$ cat src/rtl/ethernet_pkg.sv
// Shared types and constants for the Ethernet management (MDIO) block.
package ethernet_pkg;

    typedef enum logic [1:0] {
        MDIO_WRITE = 2'b01,
        MDIO_READ  = 2'b10
    } mdio_opcode_t;

    typedef enum logic [2:0] {
        IDLE,
        PREAMBLE,
        HEADER,
        TURNAROUND,
        DATA,
        DONE
    } mdio_state_t;

    localparam logic [1:0]  MDIO_START         = 2'b01;
    localparam int unsigned MDIO_PREAMBLE_BITS = 32;
    localparam int unsigned MDIO_HEADER_BITS   = 14;
    localparam int unsigned MDIO_TA_BITS       = 2;
    localparam int unsigned MDIO_DATA_BITS     = 16;

    // ST, OP, PHYAD, REGAD in transmit order, MSB first.
    function automatic logic [13:0] mdio_header(input mdio_opcode_t op,
                                                input logic [4:0]   phyad,
                                                input logic [4:0]   regad);
        return {MDIO_START, op, phyad, regad};
    endfunction

    // Bit counter load value for a field of n bits (counts down to zero).
    function automatic logic [4:0] mdio_last_bit(input int unsigned n);
        return 5'(n - 1);
    endfunction

endpackage

$ cat src/rtl/mdio_clock_generator.sv
// MDC generator: one bit lasts 2*HALF_PERIOD cycles, MDC low for the first half.
// Held at counter zero with MDC low whenever enable_i is low.
module mdio_clock_generator #(
    parameter int unsigned HALF_PERIOD = 20
) (
    input  logic clk_i,
    input  logic rst_i,
    input  logic enable_i,
    output logic mdc_o,
    output logic sample_o,
    output logic bit_start_o
);

    localparam int unsigned BIT_CYCLES = 2 * HALF_PERIOD;
    localparam int unsigned CW         = $clog2(BIT_CYCLES);
    localparam logic [CW-1:0] SAMPLE_AT = CW'(HALF_PERIOD - 1);
    localparam logic [CW-1:0] LAST_AT   = CW'(BIT_CYCLES - 1);

    logic [CW-1:0] cnt_q, cnt_d;
    logic          mdc_q, mdc_d;

    // sample_o marks the edge where MDC rises; bit_start_o marks the edge where
    // MDC falls and the following bit begins.
    always_comb begin
        sample_o    = enable_i && (cnt_q == SAMPLE_AT);
        bit_start_o = enable_i && (cnt_q == LAST_AT);
        cnt_d       = '0;
        mdc_d       = 1'b0;
        if (enable_i) begin
            cnt_d = bit_start_o ? '0 : cnt_q + CW'(1);
            if (sample_o) begin
                mdc_d = 1'b1;
            end else if (bit_start_o) begin
                mdc_d = 1'b0;
            end else begin
                mdc_d = mdc_q;
            end
        end
    end

    always_ff @(posedge clk_i) begin
        if (rst_i) begin
            cnt_q <= '0;
            mdc_q <= 1'b0;
        end else begin
            cnt_q <= cnt_d;
            mdc_q <= mdc_d;
        end
    end

    assign mdc_o = mdc_q;

endmodule

$ cat src/rtl/ethernet_mdio_controller.sv
// Clause-22 MDIO master: one register read or write per request, done pulse on completion.
// Build option ETH_MDIO_PREAMBLE_SUPPRESS_EN: preamble only on the first frame after reset.
module ethernet_mdio_controller
    import ethernet_pkg::*;
#(
    parameter int unsigned SYSTEM_CLOCK  = 100_000_000,
    parameter int unsigned MDC_FREQUENCY = 2_500_000,
    parameter logic [4:0]  PHY_ADDRESS   = 5'b00001
) (
    input  logic        clk_i,
    input  logic        rst_i,
    input  logic [4:0]  address_i,
    input  logic        write_i,
    input  logic        read_i,
    input  logic [15:0] data_i,
    output logic [15:0] data_o,
    output logic        done_o,
    output logic        error_o,
    output logic        busy_o,
    output logic        mdc_o,
    output logic        mdio_o,
    output logic        mdio_oe_o,
    input  logic        mdio_i,
    input  logic        phy_interrupt_n_i,
    output logic        interrupt_o
);

    localparam int unsigned HALF_PERIOD = SYSTEM_CLOCK / (2 * MDC_FREQUENCY);

    mdio_state_t  state_q, state_d;
    logic [4:0]   bit_cnt_q, bit_cnt_d;
    mdio_opcode_t op_q, op_d;
    logic [4:0]   addr_q, addr_d;
    logic [15:0]  wdata_q, wdata_d;
    logic [15:0]  rx_q, rx_d;
    logic         ta_err_q, ta_err_d;
    logic [15:0]  data_q, data_d;
    logic         irq_meta_q, irq_sync_q;
    logic         clk_en, sample, bit_start;
    logic         last_bit;
    logic [13:0]  header;
`ifdef ETH_MDIO_PREAMBLE_SUPPRESS_EN
    logic         preamble_sent_q, preamble_sent_d;
`endif

    assign clk_en   = (state_q != IDLE) && (state_q != DONE);
    assign last_bit = (bit_cnt_q == 5'd0);
    assign header   = mdio_header(op_q, PHY_ADDRESS, addr_q);

    mdio_clock_generator #(
        .HALF_PERIOD (HALF_PERIOD)
    ) u_clock_generator (
        .clk_i       (clk_i),
        .rst_i       (rst_i),
        .enable_i    (clk_en),
        .mdc_o       (mdc_o),
        .sample_o    (sample),
        .bit_start_o (bit_start)
    );

    always_comb begin
        state_d   = state_q;
        bit_cnt_d = bit_cnt_q;
        op_d      = op_q;
        addr_d    = addr_q;
        wdata_d   = wdata_q;
        rx_d      = rx_q;
        ta_err_d  = ta_err_q;
        data_d    = data_q;
`ifdef ETH_MDIO_PREAMBLE_SUPPRESS_EN
        preamble_sent_d = preamble_sent_q;
`endif
        unique case (state_q)
            IDLE: begin
                if (write_i || read_i) begin
                    // A simultaneous write and read performs the write.
                    op_d     = write_i ? MDIO_WRITE : MDIO_READ;
                    addr_d   = address_i;
                    wdata_d  = data_i;
                    ta_err_d = 1'b0;
`ifdef ETH_MDIO_PREAMBLE_SUPPRESS_EN
                    if (preamble_sent_q) begin
                        state_d   = HEADER;
                        bit_cnt_d = mdio_last_bit(MDIO_HEADER_BITS);
                    end else begin
                        state_d   = PREAMBLE;
                        bit_cnt_d = mdio_last_bit(MDIO_PREAMBLE_BITS);
                    end
`else
                    state_d   = PREAMBLE;
                    bit_cnt_d = mdio_last_bit(MDIO_PREAMBLE_BITS);
`endif
                end
            end
            PREAMBLE: begin
                if (bit_start) begin
                    if (last_bit) begin
                        state_d   = HEADER;
                        bit_cnt_d = mdio_last_bit(MDIO_HEADER_BITS);
`ifdef ETH_MDIO_PREAMBLE_SUPPRESS_EN
                        preamble_sent_d = 1'b1;
`endif
                    end else begin
                        bit_cnt_d = bit_cnt_q - 5'd1;
                    end
                end
            end
            HEADER: begin
                if (bit_start) begin
                    if (last_bit) begin
                        state_d   = TURNAROUND;
                        bit_cnt_d = mdio_last_bit(MDIO_TA_BITS);
                    end else begin
                        bit_cnt_d = bit_cnt_q - 5'd1;
                    end
                end
            end
            TURNAROUND: begin
                // A PHY that answers pulls the second TA bit low.
                if (sample && last_bit && (op_q == MDIO_READ)) begin
                    ta_err_d = mdio_i;
                end
                if (bit_start) begin
                    if (last_bit) begin
                        state_d   = DATA;
                        bit_cnt_d = mdio_last_bit(MDIO_DATA_BITS);
                    end else begin
                        bit_cnt_d = bit_cnt_q - 5'd1;
                    end
                end
            end
            DATA: begin
                if (sample && (op_q == MDIO_READ)) begin
                    rx_d = {rx_q[14:0], mdio_i};
                end
                if (bit_start) begin
                    if (last_bit) begin
                        state_d = DONE;
                        if (op_q == MDIO_READ) begin
                            data_d = ta_err_q ? 16'hFFFF : rx_q;
                        end
                    end else begin
                        bit_cnt_d = bit_cnt_q - 5'd1;
                    end
                end
            end
            DONE: begin
                state_d = IDLE;
            end
            default: begin
                state_d = IDLE;
            end
        endcase
    end

    always_ff @(posedge clk_i) begin
        if (rst_i) begin
            state_q   <= IDLE;
            bit_cnt_q <= 5'd0;
            op_q      <= MDIO_WRITE;
            addr_q    <= 5'd0;
            wdata_q   <= 16'd0;
            rx_q      <= 16'd0;
            ta_err_q  <= 1'b0;
            data_q    <= 16'd0;
`ifdef ETH_MDIO_PREAMBLE_SUPPRESS_EN
            preamble_sent_q <= 1'b0;
`endif
        end else begin
            state_q   <= state_d;
            bit_cnt_q <= bit_cnt_d;
            op_q      <= op_d;
            addr_q    <= addr_d;
            wdata_q   <= wdata_d;
            rx_q      <= rx_d;
            ta_err_q  <= ta_err_d;
            data_q    <= data_d;
`ifdef ETH_MDIO_PREAMBLE_SUPPRESS_EN
            preamble_sent_q <= preamble_sent_d;
`endif
        end
    end

    // Pin drive follows state and bit counter, so it changes exactly at bit start.
    always_comb begin
        mdio_o    = 1'b1;
        mdio_oe_o = 1'b0;
        unique case (state_q)
            PREAMBLE: begin
                mdio_oe_o = 1'b1;
            end
            HEADER: begin
                mdio_oe_o = 1'b1;
                mdio_o    = header[bit_cnt_q[3:0]];
            end
            TURNAROUND: begin
                if (op_q == MDIO_WRITE) begin
                    mdio_oe_o = 1'b1;
                    mdio_o    = bit_cnt_q[0];
                end
            end
            DATA: begin
                if (op_q == MDIO_WRITE) begin
                    mdio_oe_o = 1'b1;
                    mdio_o    = wdata_q[bit_cnt_q[3:0]];
                end
            end
            default: begin
            end
        endcase
    end

    always_ff @(posedge clk_i) begin
        if (rst_i) begin
            irq_meta_q <= 1'b0;
            irq_sync_q <= 1'b0;
        end else begin
            irq_meta_q <= ~phy_interrupt_n_i;
            irq_sync_q <= irq_meta_q;
        end
    end

    assign busy_o      = (state_q != IDLE);
    assign done_o      = (state_q == DONE);
    assign error_o     = done_o && (op_q == MDIO_READ) && ta_err_q;
    assign data_o      = data_q;
    assign interrupt_o = irq_sync_q;

endmodule

$ cat config.mk
export PLATFORM = sky130hd
export DESIGN_NAME = ethernet_mdio_controller
export DESIGN_NICKNAME = d
export VERILOG_FILES = /design/src/rtl/ethernet_pkg.sv /design/src/rtl/mdio_clock_generator.sv /design/src/rtl/ethernet_mdio_controller.sv
export SDC_FILE = /design/constraint.sdc
export NUM_CORES = 1
export LEC_CHECK = 0
export BUFFER_PORTS_ARGS = -buffer_cell sky130_fd_sc_hd__buf_2
export CAP_MARGIN = 20
export CORE_AREA = 2 2 77 79
export CTS_CLUSTER_SIZE = 12
export DETAILED_ROUTE_END_ITERATION = 6
export DIE_AREA = 0 0 79 81
export PLACE_DENSITY_LB_ADDON = 0.12
export SETUP_SLACK_MARGIN = 0.15
export SYNTH_ARGS = -nofsm -noshare
export SYNTH_HDL_FRONTEND = slang
export SYNTH_HIERARCHICAL = 1
export SYNTH_SLANG_ARGS = --single-unit
$ cat constraint.sdc
create_clock -name clk_i -period 4.5 [get_ports clk_i]
set_clock_uncertainty 0.05 [all_clocks]
set_input_delay 0.675 -clock clk_i [delete_from_list [all_inputs] [get_ports clk_i]]
set_output_delay 0.675 -clock clk_i [all_outputs]
set_load 0.01 [all_outputs]
==> impl_metrics.toml <==
[outcome]
outcome = "finished clean"

[pwr]
total_power_w = 0.00138
power_density_mw_per_mm2 = 376
p_sw_share_pct = 26.8
leakage_nw = 1.43
combPwrFrac_pct = 11.7
p_sw_w = 0.000370
p_int_w = 0.00101
clock_power_share_pct = 36.8
seq_power_share_pct = 51.5
ir_drop_mv = 0.253

[floorplanning]
coreArea_sq_mm = 0.00568
die_h_microns = 81
die_x_microns = 79
initial_utilization_pct = 57.5
io_pins = 50
rows = 28
dieArea_sq_mm = 0.00640

[timing]
grt_setup_unrepaired = "no"
max_freq_ghz = 0.318
drv_slew = 0
finalSetupViolCount = 0
tns_ns = 0
fin_crit_sh_pct = 69.8
slew-limit-headroom_pct = 29.5
worst_pin_slew_ns = 1.05
setup_ws_ns = 1.36
period_needed_ns = 3.14
finalHoldViolations = 0

[critical_path]
cp.required_ns = 4.65
rrSetupSlack_ns = 1.36
cp.arrival_ns = 3.29
timing.rr.end = "rx_q[14]$_SDFFE_PP0P_"
critPathCaptureType = "flip-flop"
cpPeakStageDelay_ns = 0.81
crit_buf_inv = 0
cp-start-kind = "flip-flop"
path_cells = "nor2b_1, and2_1, nor2_1, nand3b_4, nor4b_1, and3b_1, nor2b_2, mux2i_1, nor2_1"
crit_slowest_cell = "nor2b_2"
crit_start = "state_q[1]$_SDFFE_PP0P_"
worstSetupPathType = "flip-flop to flip-flop"
reg2reg_depth = 9
reg2reg_from = "state_q[1]$_SDFFE_PP0P_"
critPathMaxFanout = 16
crit_family = "simple AND/OR/NAND/NOR gates"
cpMostUsedCell = "nor2_1"

[yosys]
yosysTopAreaCell = "dfxtp_1"
yosysMostFrequentCell = "dfxtp_1"
synthCells = 381
syn_area_per_cell_sq_um = 8.56
async_flop_share_pct = 0
synthDistinctLibCells = 55
synth.top_cells.by_count = "dfxtp_1, nor2_1, nand2_1, a21oi_1, mux2i_1"
ys_warn_count = 6
synth_area_leaders = "dfxtp_1, mux2i_1, nor2_1"
synth-seq-cells = 73
synth_fp_nets = 410
yosysSeqAreaShare_pct = 44.8
syn_area_sq_mm = 0.00326
synth-edff-count = 0
ys.flop_type = "dfxtp_1"
synth_top_area_share_pct = 44.8

[cts]
numCtsBuffers = 9
cts_setup_buffers = 0
cts.path.max_buffers = 2
cts-root-buf = "clkbuf_8"
clock_tree.htree_level_count = 3
clkSlewWorstSetupHoldPaths_ns = 0.08
postCtsHoldBufs = 0
ctsResizeCount = 0
insertion_delay_ns = 0.34
cts_num_sinks = 73
cts_tree = "yes"

[layout]
multi_input_area_sq_mm = 0.00163
fin_area_sq_mm = 0.00367
instances_no_fill = 495
final_layout_size_suffix_gt1_share_pct = 19.3
seqCellArea_sq_mm = 0.00146
nFillCells = 518
final_nets = 444
antenna_cells = 0
areaGrowthSynthToFinish_pct = 12.6

[global_route]
use_met1_pct = 28.0
grt_use_met3_pct = 3.67
grt_overflow = 0
globalRouteMet2Util_pct = 34.5
grt_pass1_wl_mm = 10.8
grt_max_degree = 68
grt_busiest_layer = "met2"
globalRouteTotalUtil_pct = 21.4
grt_pass1_vias = 2356
antenna_found_initial = 0

[drt]
drt_pass1_iterations = 4
vias = 2718
postRouteAntennaNets = 0
avgViaCountPerCell = 5.49
drtIter0Drc = 195
wl_per_cell_microns = 13.6
routed_wirelength_mm = 6.73
drc = 0

[run]
cap_violations = 0

[place]
dp_hpwl_mm = 4.35
dpl.cell_count = 478
placed_area_sq_mm = 0.00347
io_buffers = 49
place.gp.congestion = 0.839
place_worst_setup_slack_ns = 1.36

[min_path]
holdPathStages = 1
min_from = "irq_meta_q$_SDFF_PP0_"
holdPathEnd = "interrupt_o$_SDFF_PP0_"
hold_class = "flip-flop to flip-flop"
## per-layer routing
metal | part of all wire (%) | wire (microns)
met2 | 46 | 3070
met3 | 4.1 | 279
met1 | 49 | 3280
met5 | 0 | 0
met4 | 1.5 | 101
## state kept, by name (all words and copies together), names as in the netlist
register,count
addr_q,5
bit_cnt_q,5
data_o,16
interrupt_o,1
irq_meta_q,1
op_q,2
rx_q,16
state_q,3
ta_err_q,1
u_clock_generator/cnt_q,6
u_clock_generator/mdc_o,1
wdata_q,16
## stage by stage
stage	utilization, %	hold WS, ns
after CTS	64.6	0.401
after global placement	61.2	0.381
after floorplan	-	0.364
final	64.7	0.401
after detailed placement	61.2	0.391
after global routing	64.7	0.429
## layout make-up
cell class                 count  area share [%]
clock inverter                 6            1.57
clock buffer                  10            3.75
inverter                       7           0.715
multi-input combinational    272            44.4
tap                           75            2.55
timing repair buffer          52            7.22
sequential                    73            39.8
## logic make-up (layout without fill, tap and decap cells)
logic type | Yosys count | in the layout | synth area share, %
DFF | 73 | 73 | 44.8
buffers and inverters | 36 | 75 | 5.25
adders and majority gates | 3 | 3 | 1.11
muxes | 26 | 26 | 8.78
AOI/OAI and AO/OA | 80 | 80 | 15.7
and+or+nand+nor | 157 | 157 | 22.8
xor gates and xnor gates | 6 | 6 | 1.61
## worst max path at each step
stage | slack, ns | cells after the start | to
finish | 1.36 | 9 | rx_q[14]$_SDFFE_PP0P_
global route | 1.06 | 9 | data_o[8]$_SDFFE_PP0P_
CTS | 1.33 | 5 | mdio_o
detailed placement | 1.36 | 9 | rx_q[14]$_SDFFE_PP0P_
global placement | 1.37 | 9 | rx_q[9]$_SDFFE_PP0P_
floorplan | 1.88 | 11 | bit_cnt_q[3]$_SDFFE_PP0P_
## worst reg2reg max path: stages (launching register included)
cell	delay [ns]
dfxtp_1	0.67
nor2b_1	0.14
and2_1	0.21
nor2_1	0.20
nand3b_4	0.12
nor4b_1	0.24
and3b_1	0.22
nor2b_2	0.81
mux2i_1	0.29
nor2_1	0.06
## layout by cell type, fill, tap and decap left out, types with 4 or more instances in the layout
cell type | netlist | final
dfxtp_1 | 73 | 73
nor4_1 | 4 | 4
a21oi_1 | 32 | 32
nor2_1 | 61 | 61
mux2i_1 | 23 | 23
clkbuf_8 | 0 | 10
nor3_1 | 5 | 5
nand3_1 | 4 | 4
o21ai_0 | 8 | 8
nand2_1 | 53 | 53
inv_1 | 7 | 7
nor2b_1 | 7 | 6
buf_2 | 5 | 49
clkinv_2 | 0 | 4
a211oi_1 | 18 | 18
## power groups by stage
stage / Clock [W] / Sequential, W / Combinational, W
detailed placement: 0 / 0.000727 / 0.000161
global placement: 0 / 0.000725 / 0.000159
CTS: 0.000517 / 0.000711 / 0.000162
global route: 0.000543 / 0.000718 / 0.000181
finish: 0.000508 / 0.000712 / 0.000162
floorplan: 0 / 0.000702 / 0.000142
Note: power is estimated with default switching activity, not from simulation.
